**src/rtl/gumnut_bus_pkg.sv**
```systemverilog
// Shared types and widths for the Gumnut bus responders (data now, port bus later).
// Holds the responder state encoding and the default bus widths.
package gumnut_bus_pkg;

    localparam int GUMNUT_DATA_W = 8;
    localparam int GUMNUT_ADDR_W = 8;

    typedef enum logic [1:0] {
        RSP_IDLE,
        RSP_WAIT,
        RSP_ACK,
        RSP_DONE
    } rsp_state_e;

endpackage

```
**src/rtl/gumnut_sp_ram.sv**
```systemverilog
// Single-port synchronous scratch RAM with registered read data, one-cycle read latency.
// Write-first: a write also presents the new data on dout; contents are never reset.
module gumnut_sp_ram #(
    parameter int ADDR_W = 8,
    parameter int DATA_W = 8
) (
    input  logic              clk,
    input  logic              we,
    input  logic [ADDR_W-1:0] adr,
    input  logic [DATA_W-1:0] din,
    output logic [DATA_W-1:0] dout
);

    logic [DATA_W-1:0] mem_q [2**ADDR_W];

    always_ff @(posedge clk) begin
        if (we) begin
            mem_q[adr] <= din;
            dout       <= din;
        end else begin
            dout       <= mem_q[adr];
        end
    end

endmodule

```
**src/rtl/gumnut_data_mem.sv**
```systemverilog
// Gumnut data-bus responder: scratch RAM answering after WAIT_STATES wait cycles with a one-cycle ack.
// Latency request-edge to ack is 1+WAIT_STATES; a held strobe is parked in DONE until it drops.
module gumnut_data_mem
    import gumnut_bus_pkg::*;
#(
    parameter int ADDR_W      = GUMNUT_ADDR_W,
    parameter int DATA_W      = GUMNUT_DATA_W,
    parameter int WAIT_STATES = 1
) (
    input  logic              clk,
    input  logic              rst,
    input  logic              data_cyc_i,
    input  logic              data_stb_i,
    input  logic              data_we_i,
    input  logic [ADDR_W-1:0] data_adr_i,
    input  logic [DATA_W-1:0] data_dat_i,
    output logic [DATA_W-1:0] data_dat_o,
    output logic              data_ack_o,
    output logic              busy_o
);

    localparam logic [3:0] WAIT_CNT = 4'(WAIT_STATES);

    rsp_state_e        state_q, state_d;
    logic [3:0]        cnt_q, cnt_d;
    logic [ADDR_W-1:0] adr_q, adr_d;
    logic              we_q, we_d;
    logic [DATA_W-1:0] wdat_q, wdat_d;
    logic [DATA_W-1:0] rdat_q, rdat_d;
    logic              ack_q, ack_d;
    logic              req;
    logic              enter_ack;
    logic              rd_ack;
    logic              ram_we;
    logic [DATA_W-1:0] ram_dout;

    assign req = data_cyc_i & data_stb_i;

    always_comb begin
        state_d   = state_q;
        cnt_d     = cnt_q;
        adr_d     = adr_q;
        we_d      = we_q;
        wdat_d    = wdat_q;
        enter_ack = 1'b0;
        case (state_q)
            RSP_IDLE: begin
                if (req) begin
                    adr_d  = data_adr_i;
                    we_d   = data_we_i;
                    wdat_d = data_dat_i;
                    cnt_d  = WAIT_CNT;
                    if (WAIT_STATES > 0) begin
                        state_d = RSP_WAIT;
                    end else begin
                        state_d   = RSP_ACK;
                        enter_ack = 1'b1;
                    end
                end
            end
            RSP_WAIT: begin
                if (!data_cyc_i) begin
                    state_d = RSP_IDLE;
                    cnt_d   = '0;
                end else begin
                    cnt_d = cnt_q - 4'd1;
                    if (cnt_q == 4'd1) begin
                        state_d   = RSP_ACK;
                        enter_ack = 1'b1;
                    end
                end
            end
            RSP_ACK:  state_d = RSP_DONE;
            RSP_DONE: begin
                if (!data_stb_i || !data_cyc_i) begin
                    state_d = RSP_IDLE;
                end
            end
            default:  state_d = RSP_IDLE;
        endcase
    end

    // The *_d request fields are the inputs in a zero-wait IDLE cycle and the latches otherwise,
    // so the RAM is always accessed on the edge into ACK with the committed request.
    assign ram_we = enter_ack & we_d & ~rst;
    assign ack_d  = enter_ack;
    assign rd_ack = ack_q & ~we_q;
    assign rdat_d = rd_ack ? ram_dout : rdat_q;

    gumnut_sp_ram #(
        .ADDR_W (ADDR_W),
        .DATA_W (DATA_W)
    ) u_ram (
        .clk  (clk),
        .we   (ram_we),
        .adr  (adr_d),
        .din  (wdat_d),
        .dout (ram_dout)
    );

    always_ff @(posedge clk) begin
        if (rst) begin
            state_q <= RSP_IDLE;
            cnt_q   <= '0;
            adr_q   <= '0;
            we_q    <= 1'b0;
            wdat_q  <= '0;
            rdat_q  <= '0;
            ack_q   <= 1'b0;
        end else begin
            state_q <= state_d;
            cnt_q   <= cnt_d;
            adr_q   <= adr_d;
            we_q    <= we_d;
            wdat_q  <= wdat_d;
            rdat_q  <= rdat_d;
            ack_q   <= ack_d;
        end
    end

    // Read data comes straight from the RAM's output register in a read ACK, else the held copy.
    assign data_dat_o = rd_ack ? ram_dout : rdat_q;
    assign data_ack_o = ack_q;
    assign busy_o     = (state_q == RSP_WAIT) || (state_q == RSP_ACK);

endmodule
```
**config.mk**
```make
export PLATFORM = sky130hd
export DESIGN_NAME = gumnut_data_mem
export DESIGN_NICKNAME = d
export VERILOG_FILES = /design/src/rtl/gumnut_bus_pkg.sv /design/src/rtl/gumnut_sp_ram.sv /design/src/rtl/gumnut_data_mem.sv
export SDC_FILE = /design/constraint.sdc
export NUM_CORES = 2
export LEC_CHECK = 0
export ABC_AREA = 0
export CORE_MARGIN = 2
export CORE_UTILIZATION = 58
export CTS_CLUSTER_DIAMETER = 200
export CTS_CLUSTER_SIZE = 25
export DETAILED_ROUTE_END_ITERATION = 8
export GPL_ROUTABILITY_DRIVEN = 0
export PLACE_DENSITY_LB_ADDON = 0.12
export RECOVER_POWER = 50
export SLEW_MARGIN = 15
export SYNTH_ARGS = -nofsm -noshare
export SYNTH_HDL_FRONTEND = slang
export SYNTH_SLANG_ARGS = --single-unit
```
**constraint.sdc**
```tcl
create_clock -name clk -period 11.18 [get_ports clk]
set_input_delay 2.795 -clock clk [delete_from_list [all_inputs] [get_ports clk]]
set_output_delay 2.795 -clock clk [all_outputs]
set_load 0.05 [all_outputs]
```
### Yosys cells after proc, flatten, opt, wreduce, memory -nomap -nowiden

Memories as Yosys holds them, arrays and structs flattened. A register that Yosys moved wholly into a read port is not among the register bits.
Index checks and enable logic that the tools add are counted.

| word-level totals | value |
|---|---|
| bits of input ports | 21 |
| output and inout port bits | 10 |
| logic and storage cells | 50 |
| memories kept | 1 |
| register bits | 32 |
| RAM bits | 2048 |

Memories:

| name | depth | bits a word | rd ports | clocked after Yosys merged registers in | write ports | RTL line | RTL |
|---|---|---|---|---|---|---|---|
| u_ram.mem_q | 256 | 8 | 1 | 1 | 1 | gumnut_sp_ram.sv:14 | `logic [DATA_W-1:0] mem_q [2**ADDR_W];` |

| cells by class | value |
|---|---|
| equal/unequal tests | 7 |
| mux-type cells | 20 |
| reductions and logical operators | 8 |
| $add $sub $neg | 1 |
| bitwise logic cells | 6 |

Operators by type and width:

| kind | number |
|---|---|
| $mux W8 | 5 |
| $mux W2 | 4 |
| $mux W4 | 2 |
| $pmux W2 S4 | 1 |
| $pmux W4 S2 | 1 |
| $mux W1 | 7 |
| $and A1 B1 Y1 | 4 |
| $eq A2 B2 Y1 const B | 2 |
| $eq A4 B1 Y1 const B | 1 |
| $ne A2 B2 Y1 const B | 2 |
| $sub A4 B1 Y4 const B | 1 |
| $ne A3 B3 Y1 const B | 1 |
| $reduce_and A3 Y1 | 1 |
| $eq A2 B1 Y1 const B | 1 |
| $logic_not A1 Y1 | 2 |
| $logic_not A2 Y1 | 1 |
| $logic_or A1 B1 Y1 | 2 |
| $not A1 Y1 | 2 |
| $reduce_and A2 Y1 | 1 |
| $reduce_bool A2 Y1 | 1 |

### Longest topological paths before layout

| logic depth | value |
|---|---|
| depth after elaboration | 8 |
| depth in mapped cells | 12 |
| gate-level depth less buffers | 9 |

### Modules after synthesis

Synthesis repeated with hierarchy kept, for this count alone.

| second synthesis, totals | value |
|---|---|
| cells, all modules | 3868 |
| area, all modules | 81085.3 µm² |

Modules (own cells, without submodules):

| module | times used | sequential area each (µm²) | cells an instance | area each (µm²) |
|---|---|---|---|---|
| gumnut_sp_ram | 1 | 61659.1 | 3733 | 79556.3 |
| gumnut_data_mem | 1 | 640.6 | 135 | 1529.0 |

### Least setup slack after synthesis

OpenSTA, ideal clock, no wires.

| timing | value |
|---|---|
| path kind | input to register |
| start | in data_stb_i |
| end | mem u_ram.mem_q[0][0], data pin |
| stages on the path | 4 |
| path slack | 5.277 ns |
| arrival time | 5.346 ns |
| required time | 10.623 ns |
| cells stage by stage | nand3_1 > buf_2 > buf_1 > mux2_2 |

| between the ends | value |
|---|---|
| cells in the longest elaborated chain, start to end | 3 |

RTL lines:

| what | RTL line | RTL |
|---|---|---|
| start, declared | gumnut_data_mem.sv:13 | `input logic data_stb_i,` |
| $and A1 B1 Y1 | gumnut_data_mem.sv:37 | `assign req = data_cyc_i & data_stb_i;` |
| $mux W8 | gumnut_data_mem.sv:48 | `if (req) begin` |
| $mux W8 | gumnut_data_mem.sv:46 | `case (state_q)` |
| net u_ram.din[0] | gumnut_sp_ram.sv:10 | `input logic [DATA_W-1:0] din,` |
| end, declared | gumnut_sp_ram.sv:14 |  |

The timed path passes the listed nets, and every way through them passes these cells.

### Worst setup path after layout

| timing | value |
|---|---|
| start | in data_cyc_i |
| end | mem u_ram.mem_q[192][2], data pin |

| between the ends | value |
|---|---|
| cells in the longest elaborated chain, start to end | 3 |

RTL lines:

| what | RTL line | RTL |
|---|---|---|
| start, declared | gumnut_data_mem.sv:12 | `input logic data_cyc_i,` |
| $and A1 B1 Y1 | gumnut_data_mem.sv:37 |  |
| $mux W8 | gumnut_data_mem.sv:48 |  |
| $mux W8 | gumnut_data_mem.sv:46 |  |
| net u_ram.din[2] | gumnut_sp_ram.sv:10 |  |

The timed path passes the listed nets, and every way through them passes these cells.

==> qor.csv <==
metric,value,unit
outcome,finished with violations,
violations,"capacitance limit, slew limit",
period_minus_slack,9.56,ns
mostFrequentLayoutCell,edfxtp_1,
p_sw_share,23.1,%
drv_slew,1790,
cp-start-kind,input port,
cp_common_cell,clkbuf_1,
cp_slowest_cell,mux2_1,
pwr-share-clk,27.5,%
grt_antenna_before_repair,4,
wl,190000,microns
synthMuxAreaShare,14.7,%
max_cap_viol_count,20,
cts-resized-gates,0,
clock_sinks,2088,
post-route-period-util,85.6,%
ys_async_sr_fraction,0,%
synth.top_cell.area_share,76.1,%
syn2layout_area_growth,5.76,%
p_sw,3.23,mW
slew_headroom,-238,%
grt.total_usage,26.8,%
ys_seq_elements,2088,
clock_latency,0.74,ns
cts-buffers-inserted,93,
io_buffers,30,
synth_area_leader_cell,edfxtp_1,
clk_path_buf_depth,3,
clk_transition_reported_paths,0.10,ns
grt_pass1_vias,37900,
ios,31,
cts_root_buf,clkbuf_16,
ys_top_cells_by_area,"edfxtp_1 76%, mux4_2 10%, mux2i_1 4.4%",
ys_seq_area_share,77.0,%
hold_viol,0,
ys.flop_type,edfxtp_1,
die_y,377,microns
hold_ws,0.478,ns
grt_pass1_wl,272000,microns
finalSetupViolCount,0,
die_w,377,microns
worstHoldPathType,register to register,
arrival,9.70,ns
pwr-share-comb,9.7,%
syn-cell-area,80900,sq um
cp_max_fo,113,
synth_xor_area_share,0,%
cts_setup_buffers,0,
rows,137,
synth_edf_count,2048,
drt_pass1_iterations,7,
critPathMaxStageDelay,3.03,ns
ant_nets,0,
worstPathRequired,11.31,ns
rsz0062_at_grt,no,
core-area,139000,sq um
hpwl,114000,microns
max_freq,105,MHz
synth_fa_ha_area_share,0.108,%
yosysUniqueCellTypes,48,
initial_core_util,58.2,%
tightest_slew,5.07,ns
synthSimpleGateAreaFrac,3.15,%
nFillCells,9712,
ir_drop,107,uV
hold_buffers,0,
dieArea,142000,sq um
cts_max_level,3,
drc,0,
clock_skew,0.0354,ns
power_density,164,nW/um^2
critPathCaptureType,register,
syn-num-nets,4061,
finalCoreUtilization,61.5,%
r2r_slack,3.52,ns
syn_area_per_cell,20.0,sq um
p_seq_share,62.8,%
routed_via_density,6.54,
synth_top_family_by_area,multiplexers,
ys_warn_count,0,
synth_cells,4033,
path_class,input port to register,
diodes,0,
cts_tree,built,
gr-total-overflow,0,
p_leak,25.5,nW
worstPathCellList,"dlygate4sd3_1, nand3_1, clkbuf_1, mux2_1, clkbuf_1",
grt_max_degree,133,
synth_compound_area_share,3.36,%
final_cell_mix,"2048 x edfxtp_1, 361 x mux4_2, 359 x mux2i_1",
drt_iter0_markers,4622,
via_count,38600,
drive_gt1_share,14.2,%
wire_per_inst,32.2,microns
finalSetupTns,0,ns
fin_nets,4026,
internal-power,10.8,mW
==> flip-flops by register name, indices dropped and copies added (netlist names), named ones only <==
name,cells
we_q,1
adr_q,8
rdat_q,8
wdat_q,8
data_ack_o,1
state_q,1
cnt_q,4
u_ram.mem_q,2048
==> stage by stage <==
stage | std cells | setup slack, ns | total power, mW | instance area, sq um
floorplan | 4033 | 5.28 | 9.82 | 80900
global placement | 5779 | 2.81 | 10.3 | 83200
detailed placement | 5779 | 2.93 | 10.3 | 83200
CTS | 5905 | 2.11 | 14.0 | 85700
global route | 5905 | 1.03 | 14.4 | 85500
finish | 5905 | 1.62 | 14.0 | 85500
==> worst paths after layout <==
check	cells past startpoint	startpoint	end
worst max-delay path	5	data_cyc_i	u_ram.mem_q[192][2]$_DFFE_PP_
worst min-delay path	2	cnt_q[3]$_SDFFE_PP0P_	cnt_q[3]$_SDFFE_PP0P_
worst max register to register	6	state_q[0]$_SDFFE_PP0P_	u_ram.mem_q[192][2]$_DFFE_PP_
worst min register to register	2	cnt_q[3]$_SDFFE_PP0P_	cnt_q[3]$_SDFFE_PP0P_
==> power groups by stage <==
stage                     Clock, mW  Combinational (mW)  Sequential (mW)
after floorplan                   0               0.889             8.93
after global placement            0                1.37             8.93
after detailed placement          0                1.38             8.93
after CTS                      3.91                1.38             8.75
after global routing           4.15                1.43             8.79
final                          3.85                1.36             8.79
==> critical path: cells and delay by family <==
| kind | cells | cell delay [ns] |
|---|---|---|
| buffers and inverters | 3 | 3.52 |
| muxes | 1 | 3.03 |
| and+or+nand+nor | 1 | 0.13 |
==> cells by family after synthesis <==
group / Yosys count
AO/OA/AOI/OAI: 354
AND/OR/NAND/NOR: 587
flip-flops: 2088
multiplexers: 738
adder cells (fa/ha/maj): 7
buffers and inverters: 259
==> metal layers <==
metal	share of wire, %	wire length (microns)	vias up	track usage, %
met4	2.9	5580	4	7.83
li1	-	-	16300	-
met1	41	77800	20300	39.4
met5	0.014	26	-	0
met2	48	90700	1689	42.1
met3	8.3	15700	270	4.41
==> synth_stat cells, types with 10 or more instances <==
master,n
nand2b_1,10
mux2i_1,359
clkbuf_1,104
buf_6,16
dfxtp_1,40
a21oi_1,30
nand2_1,97
edfxtp_1,2048
nand3_1,93
buf_1,20
a31oi_1,31
buf_4,24
nor3_1,17
buf_2,81
a22oi_1,181
mux2_2,18
mux4_2,361
nor2_1,314
a22o_1,25
inv_1,14
nor2b_1,14
a221oi_1,51
==> final cells by class <==
| class | instances | area [sq um] | share of cell area, % |
|---|---|---|---|
| Multi-Input combinational cell | 1686 | 17300 | 20.3 |
| Tap cell | 1876 | 2350 | 2.74 |
| Clock inverter | 2 | 25.0 | 0.0293 |
| Sequential cell | 2088 | 62300 | 72.9 |
| Clock buffer | 124 | 2490 | 2.91 |
| Timing Repair Buffer | 115 | 968 | 1.13 |
| Inverter | 14 | 52.6 | 0.0614 |
Note: power is estimated with default switching activity, not from simulation.
